===== src/rtl/pu_fifo_arbiter.sv =====
// Round-robin write arbiter and read port sharing one pu_fifo instance.
// One FIFO operation per cycle; occupancy is tracked here to block overflow/underflow.
module pu_fifo_arbiter #(
  parameter int DATA_WIDTH = 32,
  parameter int ATTR_WIDTH = 4,
  parameter int FIFO_SIZE  = 3,
  parameter int NUM_WR     = 2,
  localparam int CNT_W     = $clog2(FIFO_SIZE + 1),
  localparam int PTR_W     = $clog2(NUM_WR)
) (
  input  logic                         clk,
  input  logic                         rst,
  input  logic [NUM_WR-1:0]            wr_req,
  input  logic [NUM_WR*DATA_WIDTH-1:0] wr_data,
  input  logic [NUM_WR*ATTR_WIDTH-1:0] wr_attr,
  output logic [NUM_WR-1:0]            wr_grant,
  input  logic                         rd_req,
  output logic                         rd_ack,
  output logic [DATA_WIDTH-1:0]        rd_data,
  output logic [ATTR_WIDTH-1:0]        rd_attr,
  output logic                         rd_valid,
  output logic                         fifo_signal_wr,
  output logic [DATA_WIDTH-1:0]        fifo_data_in,
  output logic [ATTR_WIDTH-1:0]        fifo_attr_in,
  output logic                         fifo_signal_oe,
  input  logic [DATA_WIDTH-1:0]        fifo_data_out,
  input  logic [ATTR_WIDTH-1:0]        fifo_attr_out,
  output logic [CNT_W-1:0]             count,
  output logic                         full,
  output logic                         empty
);

  localparam logic [0:0] OP_READ  = 1'b0;
  localparam logic [0:0] OP_WRITE = 1'b1;

  logic [DATA_WIDTH-1:0] wr_word [NUM_WR];
  logic [ATTR_WIDTH-1:0] wr_tag  [NUM_WR];

  logic [PTR_W-1:0] rr_ptr;
  logic [PTR_W-1:0] pick_idx;
  logic [PTR_W-1:0] cand;
  logic [0:0]       last_op;
  logic [CNT_W-1:0] count_reg;
  logic             can_wr;
  logic             can_rd;
  logic             do_wr;
  logic             do_rd;

  generate
    for (genvar gi = 0; gi < NUM_WR; gi++) begin : g_unpack
      assign wr_word[gi] = wr_data[gi*DATA_WIDTH +: DATA_WIDTH];
      assign wr_tag[gi]  = wr_attr[gi*ATTR_WIDTH +: ATTR_WIDTH];
    end
  endgenerate

  assign count = count_reg;
  assign full  = (count_reg == CNT_W'(FIFO_SIZE));
  assign empty = (count_reg == '0);

  // Scan from farthest to nearest so the nearest requester after rr_ptr wins.
  always_comb begin
    pick_idx = rr_ptr;
    cand     = '0;
    for (int k = NUM_WR; k >= 1; k--) begin
      cand = PTR_W'((int'(rr_ptr) + k) % NUM_WR);
      if (wr_req[cand]) pick_idx = cand;
    end
  end

  assign can_wr = (|wr_req) && !full;
  assign can_rd = rd_req && !empty;

  // With both eligible, the op opposite to the previous one is taken; nothing is
  // accepted while reset is asserted.
  assign do_wr = rst && can_wr && (!can_rd || (last_op == OP_READ));
  assign do_rd = rst && can_rd && (!can_wr || (last_op == OP_WRITE));

  assign wr_grant = do_wr ? (NUM_WR'(1) << pick_idx) : '0;
  assign rd_ack   = do_rd;

  always_ff @(posedge clk or negedge rst) begin
    if (!rst) begin
      rr_ptr         <= PTR_W'(NUM_WR - 1);
      last_op        <= OP_READ;
      count_reg      <= '0;
      fifo_signal_wr <= 1'b0;
      fifo_data_in   <= '0;
      fifo_attr_in   <= '0;
      fifo_signal_oe <= 1'b0;
      rd_valid       <= 1'b0;
      rd_data        <= '0;
      rd_attr        <= '0;
    end else begin
      fifo_signal_wr <= do_wr;
      fifo_data_in   <= do_wr ? wr_word[pick_idx] : '0;
      fifo_attr_in   <= do_wr ? wr_tag[pick_idx]  : '0;
      fifo_signal_oe <= do_rd;
      rd_valid       <= fifo_signal_oe;
      if (fifo_signal_oe) begin
        rd_data <= fifo_data_out;
        rd_attr <= fifo_attr_out;
      end
      if (do_wr) begin
        count_reg <= count_reg + CNT_W'(1);
        rr_ptr    <= pick_idx;
        last_op   <= OP_WRITE;
      end else if (do_rd) begin
        count_reg <= count_reg - CNT_W'(1);
        last_op   <= OP_READ;
      end
    end
  end

endmodule

===== config.mk =====
export PLATFORM = sky130hd
export DESIGN_NAME = pu_fifo_arbiter
export DESIGN_NICKNAME = d
export VERILOG_FILES = /design/src/rtl/pu_fifo_arbiter.sv
export SDC_FILE = /design/constraint.sdc
export NUM_CORES = 1
export LEC_CHECK = 0
export ABC_AREA = 1
export CAP_MARGIN = 25
export CORE_ASPECT_RATIO = 1.25
export CORE_MARGIN = 4
export CORE_UTILIZATION = 30
export DETAILED_ROUTE_END_ITERATION = 10
export GPL_TIMING_DRIVEN = 0
export HOLD_SLACK_MARGIN = 0.15
export PLACE_DENSITY = 0.79
export SLEW_MARGIN = 40
export SYNTH_ARGS = -nofsm -noshare
export SYNTH_HDL_FRONTEND = slang
export SYNTH_SLANG_ARGS = --single-unit

===== constraint.sdc =====
create_clock -name clk -period 3.9 [get_ports clk]
set_input_delay 0.585 -clock clk [delete_from_list [all_inputs] [get_ports clk]]
set_output_delay 0.585 -clock clk [all_outputs]
set_load 0.02 [all_outputs]

### Word-level counts from Yosys, hierarchy flattened

Index checks and enable logic that the tools add are counted.

* $add $sub $neg: 4
* magnitude comparators: 3
* equal/unequal tests: 1
* shift-type cells: 1
* multiplexer cells: 19
* bitwise gates (word level): 2
* reductions and logical operators: 15

Operator list (number)
* 2-to-1 mux 32 bit: 4
* 2-to-1 mux 4 bit: 4
* 2-to-1 mux 1 bit: 8
* logical AND 1 bit: 6
* 2-to-1 mux 2 bit: 3
* zero test 1 bit: 4
* less-than comparator 1 x 2 -> 1 bit, second input constant: 2
* adder 1 bit, second input constant: 2
* adder 2 x 1 -> 2 bit, second input constant: 1
* equality test 2 bit, second input constant: 1
* greater-or-equal comparator 2 bit, second input constant: 1
* zero test 2 bit: 1
* logical OR 1 bit: 2
* NOT 1 -> 2 bit: 1
* nonzero test 2 bit: 1
* OR reduction 2 bit: 1
* left shift 1 x 1 -> 2 bit, first input constant: 1
* subtractor 2 x 1 -> 2 bit, second input constant: 1
* NOT 1 bit: 1

* register bits after elaboration: 79
* bits of input ports: 113
* output and inout port bits: 82

### Depth between registers and ports, before layout

* depth after elaboration: 10
* mapped depth: 9
* depth with buffers taken out: 8

### Least setup slack after synthesis

Ideal clock, no wire load.

* path kind: flip-flop to output port
* from: register count_reg[1] (netlist: count[1])
* to: output port wr_grant[0]
* arrival time: 1.348 ns
* required time: 3.315 ns
* setup slack: 1.967 ns
* cell stages (with the launch flop): 7
* cell sequence: dfrtp_1 nor2_2 inv_2 nand3_2 nand2_4 nor2_4 buf_2

* word-level cells in the longest chain between the ends: 7
* elaborated cells on any way between the ends: 11

Ends and longest elaborated chain
* start: declaration: RTL line 43 `logic [CNT_W-1:0] count_reg;`
* start signal: assignment: RTL line 104 `count_reg <= count_reg + CNT_W'(1);`
* start signal: assignment: RTL line 108 `count_reg <= count_reg - CNT_W'(1);`
* zero test 2 bit: RTL line 58 `assign empty = (count_reg == '0);`
* named net empty: RTL line 30 `output logic empty`
* zero test 1 bit: RTL line 71 `assign can_rd = rd_req && !empty;`
* logical AND 1 bit: RTL line 71
* zero test 1 bit: RTL line 75 `assign do_wr = rst && can_wr && (!can_rd || (last_op == OP_READ));`
* logical OR 1 bit: RTL line 75
* logical AND 1 bit: RTL line 75
* 2-to-1 mux 2 bit: RTL line 78 `assign wr_grant = do_wr ? (NUM_WR'(1) << pick_idx) : '0;`
* end: declaration: RTL line 16 `output logic [NUM_WR-1:0] wr_grant,`

The timed path passes the listed nets, and every way through them passes these cells.

### Worst setup path in the final report

* from: input port wr_req[0]
* to: output port wr_grant[1]

* word-level cells in the longest chain between the ends: 6
* elaborated cells on any way between the ends: 12

Ends and longest elaborated chain
* start: declaration: RTL line 13 `input logic [NUM_WR-1:0] wr_req,`
* 2-to-1 mux 1 bit (not written as such) (2 in a row): RTL line 66 `if (wr_req[cand]) pick_idx = cand;`
* 2-to-1 mux 1 bit (2 in a row): RTL line 66
* left shift 1 x 1 -> 2 bit: RTL line 78
* 2-to-1 mux 2 bit *: RTL line 78

Every way passes the cells marked *; elsewhere a longest branch is shown, timed or not. The select of a mux whose other input is x is not followed.

==> metrics <==
Placed Instance Area=0.00520 mm2; Layout Cells excl Fill=608; placed cells=592; Mapped Area=0.00307 mm2; critical path class=primary input to primary output; # setup viols final=0; worst path arrival time=2440 ps; CP max FO=10; CORE AREA=0.0101 mm2; Slew Viols, Final=0; first-pass GRT wire length=13.4 mm; row count=41; cts bufs inserted=9; Ports=195; status=finished clean; RSZ-0062 raised after global routing=false; n_diodes=0; register area share after synthesis=0.644; wirelength, routed=8.32 mm; Distinct cells, synth=20; yosys warns=0; die area=0.0119 mm2; Pre-antenna DRT Iters=4; CP required=3310 ps; Iteration-0 DRC Markers=38; crit start category=primary input; Sink Count=79; later-pin clock latency in the skew report=320 ps; Peak Freq=331 MHz; post-route ant nets=0; measured slew at the worst slew-check pin=356 ps; grt total ovfl=0; Crit. End Element=primary output; synthesis-stage register bit count=79; drt drc=0; vias in the first global route=2731; Die Wd=98.5 um; Tmin final=3020 ps; clock tree buffer depth=2; via count=2614; DPL Wire Length=6.68 mm; largest registers=fifo_data_in x32, rd_data x32; Max-cap violations=0; Area Overhead vs Synth=79.4%; die height=121 um; Pwr Total=0.00386 W; CTS tree=yes; pin count of the biggest net entering global routing=47; cts repair resizes=0; layout cells sized above 1=0.152; Slew HR=0.763; pwr/cell area=700 mW/mm2; Vias/cell=4.30; Fin Clk Skew=7.30 ps; Mean Syn Cell Area=11.5 um2; cell count after synthesis=268; Worst-path clk slew=60 ps; port bufs=194; GPL Wtd Cong=0.810; Initial Utilization=0.306; total negative slack=0 ps; root buffer cell=clkbuf_16; Min Hold Slack=159 ps; initial antenna violation count=0; hold_buf cts=0; post-CTS setup buffers=0; worst hold path type=primary input to async pin; peak supply drop=0.218 mV; Hold Violations, Final=0; Total GRT Usage=0.141; Non-Filler Cell Area, Final=0.00551 mm2; crit share post-route=0.775; H-tree levels=3; fin nets=587; WL/cell=13.7 um; Pleak=2.53 nW; Syn Nets=381
[cell usage in the layout, fill, tap and decap left out, drive strengths merged, types with 2 or more instances in the layout]
cell	n
buf	13
bufinv	2
clkbuf	12
clkdlybuf4s50	193
clkinv	2
dfrtp	78
inv	8
mux2	36
nand2	118
nand3	5
nor2	7
[worst max-delay path, stage by stage]
cell and delay [ps]:
clkdlybuf4s50_1 430, or2_1 230, nand2_1 140, inv_2 80, nor2_8 190, buf_6 160
clkdlybuf4s50_1 610
[per-layer routing]
| layer | GRT usage | vias to the layer above | part of all wire |
|---|---|---|---|
| li1 | - | 1261 | - |
| met1 | 0.155 | 1199 | 0.36 |
| met2 | 0.243 | 139 | 0.51 |
| met3 | 0.0604 | 15 | 0.11 |
| met4 | 0.0512 | 0 | 0.020 |
| met5 | 0 | - | 0 |
[cells by family (layout without fill, tap and decap cells)]
| group | count (synthesis) | after routing | synth area share |
|---|---|---|---|
| muxes | 36 | 36 | 0.132 |
| DFF | 79 | 79 | 0.644 |
| and+or+nand+nor | 131 | 131 | 0.178 |
| buffers and inverters | 19 | 230 | 0.0387 |
| AOI/OAI and AO/OA | 2 | 2 | 0.00448 |
| xor gates and xnor gates | 1 | 1 | 0.00285 |
[path summary, 6_finish.rpt]
| check | startpoint | to | slack (ps) | cells past startpoint |
|---|---|---|---|---|
| setup / recovery | wr_req[0] | wr_grant[1] | 880 | 7 |
| hold / removal | rst | rd_data[22] | 160 | 1 |
| setup reg to reg | rr_ptr | fifo_data_in[17] | 2320 | 8 |
| hold reg to reg | fifo_signal_oe | rd_valid | 420 | 0 |
| max in group asynchronous | rst | fifo_data_in[2] | 3200 | 2 |
| min in group clk | fifo_signal_oe | rd_valid | 420 | 0 |
[metrics by stage]
step	util	setup slack, ps
5_1_grt	0.548	769
3_5_place_dp	0.518	862
6_report	0.548	877
4_1_cts	0.548	858
3_3_place_gp	0.515	-2040
2_1_floorplan	-	1970
[synthesized netlist by cell type]
cell type / n / area [um2]
a21oi_1: 1 / 5.00
nand3_2: 1 / 10.0
dfrtp_1: 78 / 1950
mux2_2: 36 / 405
nor2_4: 2 / 22.5
buf_6: 5 / 56.3
nand2_4: 1 / 11.3
nand3_1: 4 / 20.0
nor2_8: 1 / 20.0
inv_2: 3 / 11.3
inv_1: 5 / 18.8
xor2_1: 1 / 8.76
buf_4: 1 / 7.51
o21ai_2: 1 / 8.76
nand2_1: 117 / 439
or2_1: 1 / 6.26
nor2_1: 3 / 11.3
buf_2: 5 / 25.0
nor2_2: 1 / 6.26
dfstp_2: 1 / 26.3
[power breakdown]
group / internal [W] / switching, W
combinational: 0.000894 / 0.000837
clock: 0.000559 / 0.000302
sequential: 0.00113 / 0.000135
[area by class of cell]
cell class | count | area [um2]
Sequential cell | 79 | 1980
Multi-Input combinational cell | 170 | 975
Inverter | 8 | 30.0
Clock inverter | 4 | 70.1
Clock buffer | 12 | 236
Tap cell | 129 | 161
Buffer | 11 | 88.8
Fill cell | 868 | 4540
Timing Repair Buffer | 195 | 1970
(Power assumes the default switching activity.)
